<file path="src/rtl/imem_loader.sv">
// rtl/imem_loader.sv - byte-stream boot loader that fills instruction memory and releases the core
module imem_loader #(
  parameter int DEPTH_WORDS = 64,
  parameter int ADDR_W      = 6
) (
  input  logic              CLK,
  input  logic              RST,
  input  logic              in_valid,
  output logic              in_ready,
  input  logic [7:0]        in_data,
  output logic              imem_we,
  output logic [ADDR_W-1:0] imem_addr,
  output logic [31:0]       imem_wdata,
  output logic              core_rst_n,
  output logic              load_done,
  output logic              load_err
);

  typedef enum logic [2:0] {LEN0, LEN1, DATA, CHECK, DONE, ERROR} state_t;

  localparam logic [16:0] DEPTH_LIM = 17'(DEPTH_WORDS);

  state_t      state;
  logic [7:0]  len_lo;
  logic [15:0] last_word;
  logic [15:0] word_cnt;
  logic [1:0]  byte_cnt;
  logic [23:0] asm_word;
  logic [7:0]  csum;
  logic        accept;
  logic [15:0] len_n;

  assign in_ready = (state != DONE) && (state != ERROR);
  assign accept   = in_valid && in_ready;
  assign len_n    = {in_data, len_lo};

  always_ff @(posedge CLK or negedge RST) begin
    if (!RST) begin
      state      <= LEN0;
      len_lo     <= 8'h00;
      last_word  <= 16'h0000;
      word_cnt   <= 16'h0000;
      byte_cnt   <= 2'd0;
      asm_word   <= 24'h000000;
      csum       <= 8'h00;
      imem_we    <= 1'b0;
      imem_addr  <= '0;
      imem_wdata <= 32'h0000_0000;
      core_rst_n <= 1'b0;
      load_done  <= 1'b0;
      load_err   <= 1'b0;
    end else begin
      imem_we <= 1'b0;
      if (accept) begin
        case (state)
          LEN0: begin
            len_lo <= in_data;
            state  <= LEN1;
          end
          LEN1: begin
            if ({1'b0, len_n} > DEPTH_LIM) begin
              state    <= ERROR;
              load_err <= 1'b1;
            end else if (len_n == 16'h0000) begin
              state <= CHECK;
            end else begin
              last_word <= len_n - 16'd1;
              state     <= DATA;
            end
          end
          DATA: begin
            // Shift bytes in from the top so the first byte lands in [7:0].
            csum     <= csum ^ in_data;
            byte_cnt <= byte_cnt + 2'd1;
            asm_word <= {in_data, asm_word[23:8]};
            if (byte_cnt == 2'd3) begin
              imem_we    <= 1'b1;
              imem_addr  <= word_cnt[ADDR_W-1:0];
              imem_wdata <= {in_data, asm_word};
              word_cnt   <= word_cnt + 16'd1;
              if (word_cnt == last_word) state <= CHECK;
            end
          end
          CHECK: begin
            if (in_data == csum) begin
              state      <= DONE;
              load_done  <= 1'b1;
              core_rst_n <= 1'b1;
            end else begin
              state    <= ERROR;
              load_err <= 1'b1;
            end
          end
          default: ;
        endcase
      end
    end
  end

endmodule

</file>
<file path="config.mk">
export PLATFORM = sky130hd
export DESIGN_NAME = imem_loader
export DESIGN_NICKNAME = d
export VERILOG_FILES = /design/src/rtl/imem_loader.sv
export SDC_FILE = /design/constraint.sdc
export NUM_CORES = 1
export LEC_CHECK = 0
export CORE_AREA = 2 2 103 105
export CTS_CLUSTER_SIZE = 8
export DETAILED_ROUTE_END_ITERATION = 6
export DIE_AREA = 0 0 105 107
export PLACE_DENSITY = 0.72
export SYNTH_ARGS = -nofsm -noshare
export SYNTH_HDL_FRONTEND = slang
export SYNTH_SLANG_ARGS = --single-unit
</file>
<file path="constraint.sdc">
create_clock -name CLK -period 2.48 [get_ports CLK]
set_clock_uncertainty 0.1 [all_clocks]
set_input_delay 0.496 -clock CLK [delete_from_list [all_inputs] [get_ports CLK]]
set_output_delay 0.496 -clock CLK [all_outputs]
set_load 0.03 [all_outputs]
</file>
==> results.json, run 1 <==
{
  "status": "finished, final reports clean",
  "slew-limit-headroom_pct": 56.6,
  "rsz0062_at_grt": "no",
  "io_buffer_count": 53,
  "syn_to_final_growth_pct": 28.0,
  "cts_tree": "done",
  "viasPerCell": 5.03,
  "antenna_found_initial": 0,
  "antenna_cells": 0,
  "maxSlewViolCount": 0,
  "vias": 3503,
  "max-vdd-ir-drop_mv": 0.600,
  "wl_per_cell_um": 15.1,
  "max_stage_delay_ns": 0.69,
  "max_freq_mhz": 459,
  "critical_path_class": "register to primary output",
  "std_cell_rows": 37,
  "fillers": 826,
  "h-tree-depth": 4,
  "grt_max_degree": 52,
  "grt_pass1_wl_um": 17700,
  "grt_pass1_vias": 3522,
  "syn_inst": 470,
  "grt_usage_pct": 20.4,
  "syn-mean-instance-area_um2": 10.6,
  "setup_tns_ns": 0,
  "p_total_mw": 5.02,
  "boundaryPins": 54,
  "overflow": 0,
  "synth_edf_count": 0,
  "cts_inserted_buffers": 17,
  "cts-root-buf": "clkbuf_8",
  "postCtsSetupBuffers": 0,
  "slowest_stage": "clkdlybuf4s50_1",
  "critPathTopFamily": "buffers and inverters",
  "drtPass1Iterations": 5,
  "required_ns": 1.88,
  "synth_seq_cells": 118,
  "final_core_util_pct": 63.2,
  "dpl_worst_slack_ns": 0.0774,
  "p_comb_share_pct": 9.0,
  "cp-end-kind": "primary output",
  "worstPathCellList": "clkdlybuf4s50_1",
  "cap_violations": 0,
  "async_flop_share_pct": 100,
  "initial_core_util_pct": 49.4,
  "synth_top_flop_cell": "dfrtp_1",
  "period_minus_slack_ns": 2.18,
  "die_h_um": 107,
  "critPathLaunchType": "register",
  "stdcell_count": 696,
  "power_switching_mw": 1.22,
  "clk_pin_slew_ns": 0.06,
  "yosys_warnings": 0,
  "ys_seq_area_share_pct": 59.2,
  "placedCellCount": 663,
  "finalWeightedCongestion": 0.856,
  "wl_um": 10500,
  "holdCritPathClass": "register to register",
  "finalWorstSetupSlack_ns": 0.301,
  "clock-sinks": 118,
  "hold_violations": 0,
  "clock_power_share_pct": 47.9,
  "netlist_area_um2": 4990,
  "drc_errors": 0,
  "cp.arrival_ns": 1.58,
  "yosys-top-cells-area": "dfrtp_1 (59%), nand2_1 (13%), xnor2_1 (6.9%), mux2_2 (4.3%), xor2_1 (2.3%)",
  "cts.path.max_buffers": 2,
  "die_w_um": 105,
  "postRouteAntennaNets": 0,
  "p_leak_nw": 3.22,
  "fin_nets": 562,
  "clkLatencyLatePin_ns": 0.51,
  "die_area_um2": 11200,
  "finalCritPeriodShare_pct": 87.9,
  "syn-num-nets": 485,
  "cp.buffers_inverters": 1,
  "worst_pin_slew_ns": 0.651,
  "synth_top_area_cell": "dfrtp_1",
  "hpwl_um": 7290,
  "intPower_mw": 3.80,
  "setup_violations": 0,
  "yosysTopAreaCellShare_pct": 59.2,
  "seqPwrFrac_pct": 43.2,
  "power_density_nw_per_um2": 787,
  "switching_share_pct": 24.4,
  "synth_cell_types": 39,
  "coreArea_um2": 10100,
  "crit_path_max_fanout": 3,
  "layout-drive-gt1-share_pct": 14.3,
  "drtIter0Drc": 140
}
[area by class of cell]
cell class | count | area [µm²] | share of cell area, %
Clock inverter | 12 | 151 | 2.37
Timing Repair Buffer | 75 | 723 | 11.3
Multi-Input combinational cell | 331 | 1930 | 30.3
Sequential cell | 118 | 2950 | 46.3
Inverter | 4 | 15.0 | 0.235
Clock buffer | 20 | 435 | 6.82
Tap cell | 136 | 170 | 2.67
[power by group through the flow]
stage	Clock, mW	Combinational (mW)	Sequential (mW)
3_3_place_gp	0	0.437	2.19
3_5_place_dp	0	0.449	2.20
4_1_cts	2.44	0.460	2.17
5_1_grt	2.54	0.503	2.19
6_report	2.41	0.451	2.17
2_1_floorplan	0	0.299	2.16
[synthesized netlist by cell type, types with 2 or more instances]
library cell  instances
mux2_2               19
nand4_1               8
o21a_1                6
buf_4                 3
nand2b_1              3
clkbuf_1              7
nor4_1                3
nand3_1               7
dfrtp_1             118
and3_1                3
xor2_1               13
ha_1                  4
nor3_2                3
nor3_1                3
buf_2                 7
nand2_1             173
o21ai_0              10
xnor2_1              39
a21o_1                6
nor2b_1               2
nor2_1               12
inv_1                 4
[cells by family after synthesis]
kind of cell	share of synthesized area [%]
simple gates	19.9
flops	59.2
xor+xnor	9.13
compound gates	4.44
buf+inv	1.98
mux	4.29
fa+ha+maj	1.00
[metrics by stage]
step	hold slack (ns)	area, µm²
2_1_floorplan	0.100	4990
3_3_place_gp	0.353	5780
3_5_place_dp	0.355	5780
4_1_cts	0.370	6380
5_1_grt	0.388	6380
6_report	0.368	6380
[layer usage]
layer	vias up	global-route usage (%)	share of wire [%]
li1	1691	-	-
met1	1713	26.6	44
met2	85	32.9	50
met3	14	5.41	3.8
met4	0	7.52	1.8
met5	-	0	0
[placed cells by master, fill, tap and decap left out, types with 2 or more instances in the layout]
cell type	count
nor3_2	3
nand4_1	8
xor2_1	13
nor3_1	3
clkbuf_8	2
bufinv_16	3
nor4_1	3
nor2b_1	2
nand3_1	7
dfrtp_1	118
a21o_1	6
clkbuf_1	2
clkinvlp_4	2
nor2_1	12
mux2_2	19
nand2_1	173
o21a_1	6
xnor2_1	39
nand2b_1	3
clkinv_2	4
inv_6	2
buf_12	2
and3_1	3
o21ai_0	10
buf_4	20
clkdlybuf4s50_1	51
inv_1	4
ha_1	4
clkbuf_16	16
[path summary, 6_finish.rpt]
path | startpoint | to | slack [ns] | depth (start not counted)
worst max-delay path | load_done$_DFFE_PN0P_ | load_done | 0.30 | 1
worst min-delay path | imem_wdata[4]$_DFFE_PN0P_ | imem_wdata[4]$_DFFE_PN0P_ | 0.37 | 2
worst max register to register | len_lo[0]$_DFFE_PN0P_ | last_word[3]$_DFFE_PN0P_ | 0.57 | 8
worst min register to register | imem_wdata[4]$_DFFE_PN0P_ | imem_wdata[4]$_DFFE_PN0P_ | 0.37 | 2
max in group asynchronous | RST | state[2]$_DFFE_PN0P_ | 1.18 | 3
min in group asynchronous | RST | asm_word[6]$_DFFE_PN0P_ | 0.47 | 2
[sequential cells by signal (all words and copies together) (netlist names)]
register    count
word_cnt       16
csum            8
len_lo          8
load_err        1
state           3
load_done       1
byte_cnt        2
last_word      16
imem_we         1
imem_wdata     32
asm_word       24
imem_addr       6
[what timing repair did]
item,in CTS,in global routing
endpoints found under the setup margin,0,1
resized for setup,0,1
hold endpoints to repair,48,0
hold buffers,1,0
(Power assumes the default switching activity.)
==> run 2: changes to the inputs <==
Settings changed: CELL_PAD_IN_SITES_DETAIL_PLACEMENT set to 1, CELL_PAD_IN_SITES_GLOBAL_PLACEMENT set to 2, CORE_AREA 2 2 103 105 to 2 2 120 122, DIE_AREA 0 0 105 107 to 0 0 122 124, PLACE_DENSITY 0.72 to 0.79.
==> run 2 against run 1 <==
Compared with the run above:
- register-to-register slack worse by 0.03 ns
- die area is 35% higher
- worst setup slack worse by 0.16 ns
- critical path depth is 1 higher
- cell area is 1.8% higher
- combinational power is 2% higher
- global-route usage is 2.4 points lower
- largest power group unchanged
- highest routed layer unchanged
==> results.json, run 2 (synthesized netlist as in run 1, its figures left out) <==
{
  "status": "finished, final reports clean",
  "p_total_mw": 5.23,
  "fin_nets": 565,
  "postRouteAntennaNets": 0,
  "hold_violations": 0,
  "reg_top3": "imem_wdata: 32 flops, asm_word: 24 flops",
  "finalCritPeriodShare_pct": 94.3,
  "dr_wl_met3_um": 411,
  "grt_max_degree": 46,
  "critPathLaunchType": "register",
  "critPathTopFamily": "buffers and inverters",
  "setup_tns_ns": 0,
  "std_cell_rows": 43,
  "layout-drive-gt1-share_pct": 14.6,
  "wl_met2_um": 5610,
  "top_register": "imem_wdata",
  "clkLatencyLatePin_ns": 0.42,
  "power_density_nw_per_um2": 805,
  "boundaryPins": 54,
  "required_ns": 1.88,
  "grt_usage_pct": 18.0,
  "drc_errors": 0,
  "h-tree-depth": 4,
  "critical_path_class": "register to primary output",
  "coreArea_um2": 13700,
  "wl_um": 12000,
  "worst_pin_slew_ns": 0.427,
  "grt_pass1_vias": 3859,
  "cp.arrival_ns": 1.74,
  "worstPathCellList": "nand2b_1 -> clkdlybuf4s50_1",
  "overflow": 0,
  "ctsResizeCount": 0,
  "die_w_um": 122,
  "maxSlewViolCount": 0,
  "cp.buffers_inverters": 1,
  "drtPass1Iterations": 4,
  "max-vdd-ir-drop_mv": 0.379,
  "drtIter0Drc": 132,
  "hpwl_um": 8530,
  "cts-root-buf": "clkbuf_16",
  "max_stage_delay_ns": 0.68,
  "max_freq_mhz": 427,
  "finalWorstSetupSlack_ns": 0.140,
  "cp-end-kind": "primary output",
  "clk_pin_slew_ns": 0.05,
  "p_leak_nw": 3.25,
  "setup_violations": 0,
  "cts_tree": "done",
  "syn_to_final_growth_pct": 30.3,
  "antenna_cells": 0,
  "io_buffer_count": 53,
  "antenna_found_initial": 0,
  "crit_path_max_fanout": 8,
  "cap_violations": 0,
  "holdCritPathClass": "register to register",
  "cts.path.max_buffers": 2,
  "period_minus_slack_ns": 2.34,
  "largest_reg_flops": 32,
  "slew-limit-headroom_pct": 71.5,
  "postCtsHoldBufs": 1,
  "vias": 3546,
  "cts_inserted_buffers": 17,
  "highest_layer": "met4",
  "die_area_um2": 15100,
  "initial_core_util_pct": 36.3,
  "final_area_um2": 6500,
  "wl_met1_um": 5760,
  "viasPerCell": 4.77,
  "mostFrequentLayoutCells": "nand2_1 (173), dfrtp_1 (118), clkdlybuf4s50_1 (52)",
  "dpl_cell_area_um2": 5860,
  "postCtsSetupBuffers": 0,
  "wl_per_cell_um": 16.1,
  "finalWeightedCongestion": 0.837,
  "grt_pass1_wl_um": 20300,
  "die_h_um": 124,
  "clock-sinks": 118,
  "rsz0062_at_grt": "no",
  "layout_commonest_cell": "nand2_1",
  "dpl_worst_slack_ns": -0.00572,
  "slowest_stage": "clkdlybuf4s50_1"
}
-- run 2: worst paths after layout --
path / startpoint / end / slack (ns) / cells after the start
min in group asynchronous: RST / asm_word[3]$_DFFE_PN0P_ / 0.46 / 2
max: state[1]$_DFFE_PN0P_ / in_ready / 0.14 / 2
max in group asynchronous: RST / load_err$_DFFE_PN0P_ / 1.22 / 3
max reg2reg: len_lo[0]$_DFFE_PN0P_ / last_word[3]$_DFFE_PN0P_ / 0.54 / 8
min: imem_wdata[18]$_DFFE_PN0P_ / imem_wdata[18]$_DFFE_PN0P_ / 0.37 / 2
min reg2reg: imem_wdata[18]$_DFFE_PN0P_ / imem_wdata[18]$_DFFE_PN0P_ / 0.37 / 2
-- run 2: where the power goes --
group          switching (mW)  leakage, nW  internal, mW
Clock                   0.846        0.307          1.75
Sequential              0.125         1.61          2.05
Combinational           0.259         1.33         0.201
-- run 2: area by class of cell --
type	instances	area [µm²]
Fill cell	1517	7220
Sequential cell	118	2950
Multi-Input combinational cell	331	1930
Timing Repair Buffer	78	743
Clock buffer	23	478
Tap cell	180	225
Clock inverter	9	148
Inverter	4	15.0
-- run 2: worst min-delay path, delay by kind of cell, from the launching register on --
family,cells,cell delay [ns]
simple gates,2,0.10
flops,1,0.33
-- run 2: through the flow --
| stage | std cells | hold slack (ns) | util (%) |
|---|---|---|---|
| 4_1_cts | 743 | 0.378 | 47.4 |
| 5_1_grt | 743 | 0.387 | 47.4 |
| 2_1_floorplan | 470 | 0.100 | - |
| 3_3_place_gp | 710 | 0.347 | 42.7 |
| 3_5_place_dp | 710 | 0.350 | 42.7 |
| 6_report | 743 | 0.369 | 47.4 |
-- run 2: routing by layer --
metal	vias up	global-route usage (%)
met1	1764	24.0
met5	-	0
met3	15	4.44
met4	0	6.97
met2	72	28.3
li1	1695	-
==> run 3: changes to the inputs <==
Settings changed: CORE_AREA 2 2 120 122 to 3 3 121 123, DIE_AREA 0 0 122 124 to 0 0 124 126.
==> run 3 against run 2 <==
Compared with the run above:
- non-clock buffer count grew 1
- fmax grew 0.17%
- combinational power shrank 2%
- via count grew 0.71%
- global-route usage decreased by 1.3 points
- largest cell class unchanged
- highest routed layer unchanged
==> results.json, run 3 (synthesized netlist as in run 1, its figures left out) <==
{
  "status": "finished, final reports clean",
  "mostFrequentLayoutCells": "nand2_1 (173), dfrtp_1 (118), clkdlybuf4s50_1 (52)",
  "die_h_um": 126,
  "drtPass1Iterations": 4,
  "stdcell_count": 741,
  "boundaryPins": 54,
  "worstPathCellList": "nand2b_1 -> clkdlybuf4s50_1",
  "grt_pass1_wl_um": 20000,
  "cap_violations": 0,
  "syn_to_final_growth_pct": 29.5,
  "overflow": 0,
  "finalWeightedCongestion": 0.797,
  "antenna_cells": 0,
  "required_ns": 1.88,
  "fin_hold_ws_ns": 0.369,
  "std_cell_rows": 43,
  "hold_violations": 0,
  "rsz0062_at_grt": "no",
  "critPathLaunchType": "register",
  "fin_nets": 566,
  "wl_um": 12000,
  "cts_tree": "done",
  "slowest_stage": "clkdlybuf4s50_1",
  "critical_path.reg2reg.startpoint": "len_lo[0]$_DFFE_PN0P_",
  "slew-limit-headroom_pct": 69.7,
  "antenna_found_initial": 0,
  "maxSlewViolCount": 0,
  "grt_max_degree": 46,
  "max-vdd-ir-drop_mv": 0.349,
  "clkLatencyLatePin_ns": 0.41,
  "die_w_um": 124,
  "setup_violations": 0,
  "power_density_nw_per_um2": 784,
  "top_register": "imem_wdata",
  "reg_top3": "imem_wdata: 32 flops, asm_word: 24 flops",
  "worstHoldStart": "imem_wdata[9]$_DFFE_PN0P_",
  "critical_path_class": "register to primary output",
  "rr_worst_depth": 7,
  "postRouteAntennaNets": 0,
  "worstSetupStartpoint": "state[1]$_DFFE_PN0P_",
  "postCtsSetupBuffers": 0,
  "finalWorstSetupSlack_ns": 0.144,
  "largest_reg_flops": 32,
  "io_buffer_count": 53,
  "cp.arrival_ns": 1.74,
  "grt_pass1_vias": 3846,
  "finalCritPeriodShare_pct": 94.2,
  "p_leak_nw": 3.23,
  "grt_usage_pct": 16.7,
  "worst_pin_slew_ns": 0.450,
  "holdCritPathClass": "register to register",
  "cts.path.max_buffers": 2,
  "cts_inserted_buffers": 17,
  "layout-drive-gt1-share_pct": 13.9,
  "placedCellCount": 711,
  "cp-end-kind": "primary output",
  "period_minus_slack_ns": 2.34,
  "vias": 3571,
  "crit_path_max_fanout": 8,
  "final_core_util_pct": 46.9,
  "cts-root-buf": "clkbuf_16",
  "drc_errors": 0,
  "max_freq_mhz": 428,
  "coreArea_um2": 13800,
  "setup_tns_ns": 0,
  "dpl_worst_slack_ns": 0.0436,
  "layout_commonest_cell": "nand2_1",
  "viasPerCell": 4.82,
  "wl_per_cell_um": 16.2,
  "hold-path-cell-count": 2,
  "clk_pin_slew_ns": 0.05,
  "clock-sinks": 118,
  "initial_core_util_pct": 36.2,
  "drtIter0Drc": 137,
  "die_area_um2": 15600,
  "max_stage_delay_ns": 0.67,
  "hpwl_um": 8560,
  "h-tree-depth": 4
}
run 3: cell types whose count changed in the layout (fill, tap and decap cells not counted):
cell	change
bufinv_16	-1
clkinv_2	-3
clkbuf_1	+2
buf_4	+1
clkinvlp_4	-1
run 3: cell type report:
type | instances | area [µm²]
fillers | 1517 | 7310
flip-flops and latches | 118 | 2950
multi-input cells | 331 | 1930
repair buffers | 79 | 751
clock buffers | 25 | 485
well taps | 180 | 225
clock inverters | 4 | 95.1
inverters | 4 | 15.0
run 3: metrics by stage:
stage	cell area [µm²]	total power [mW]
after detailed placement	5870	2.67
after global routing	6460	5.29
final	6460	5.07
after global placement	5870	2.65
after CTS	6460	5.14
after floorplan	4990	2.46
run 3: path summary, 6_finish.rpt:
| path | to | slack, ns |
|---|---|---|
| min in group asynchronous | imem_addr[4]$_DFFE_PN0P_ | 0.49 |
| setup / recovery | in_ready | 0.14 |
| setup reg to reg | last_word[8]$_DFFE_PN0P_ | 0.48 |
| max in group asynchronous | last_word[13]$_DFFE_PN0P_ | 1.08 |
| hold / removal | imem_wdata[9]$_DFFE_PN0P_ | 0.37 |
| hold reg to reg | imem_wdata[9]$_DFFE_PN0P_ | 0.37 |
run 3: where the power goes:
| group | internal [mW] | switching, mW | total [mW] | leakage, nW |
|---|---|---|---|---|
| clock network | 1.64 | 0.799 | 2.44 | 0.283 |
| logic | 0.201 | 0.252 | 0.453 | 1.34 |
| registers | 2.05 | 0.127 | 2.17 | 1.61 |
| total | 3.89 | 1.18 | 5.07 | 3.23 |
run 3: layer usage:
layer  routed length, µm  global-route usage [%]  share of wire [%]  vias to the layer above
met1                5590                    22.2                 47                     1804
met5                   0                       0                  0                        -
met2                5810                    26.2                 48                       66
li1                    -                       -                  -                     1683
met3                 385                    3.68                3.2                       18
met4                 203                    7.09                1.7                        0
run 3: what timing repair did:
action | 4_1_cts | 5_1_grt
hold buffers | 1 | 0
gates resized for setup | 0 | 0
endpoints found under the hold margin | 30 | 0
run 3: critical path, delay by kind of cell (launching register included):
family        cells  cell delay [ns]
buf+inv           1             0.67
simple gates      1             0.15
flops             1             0.51
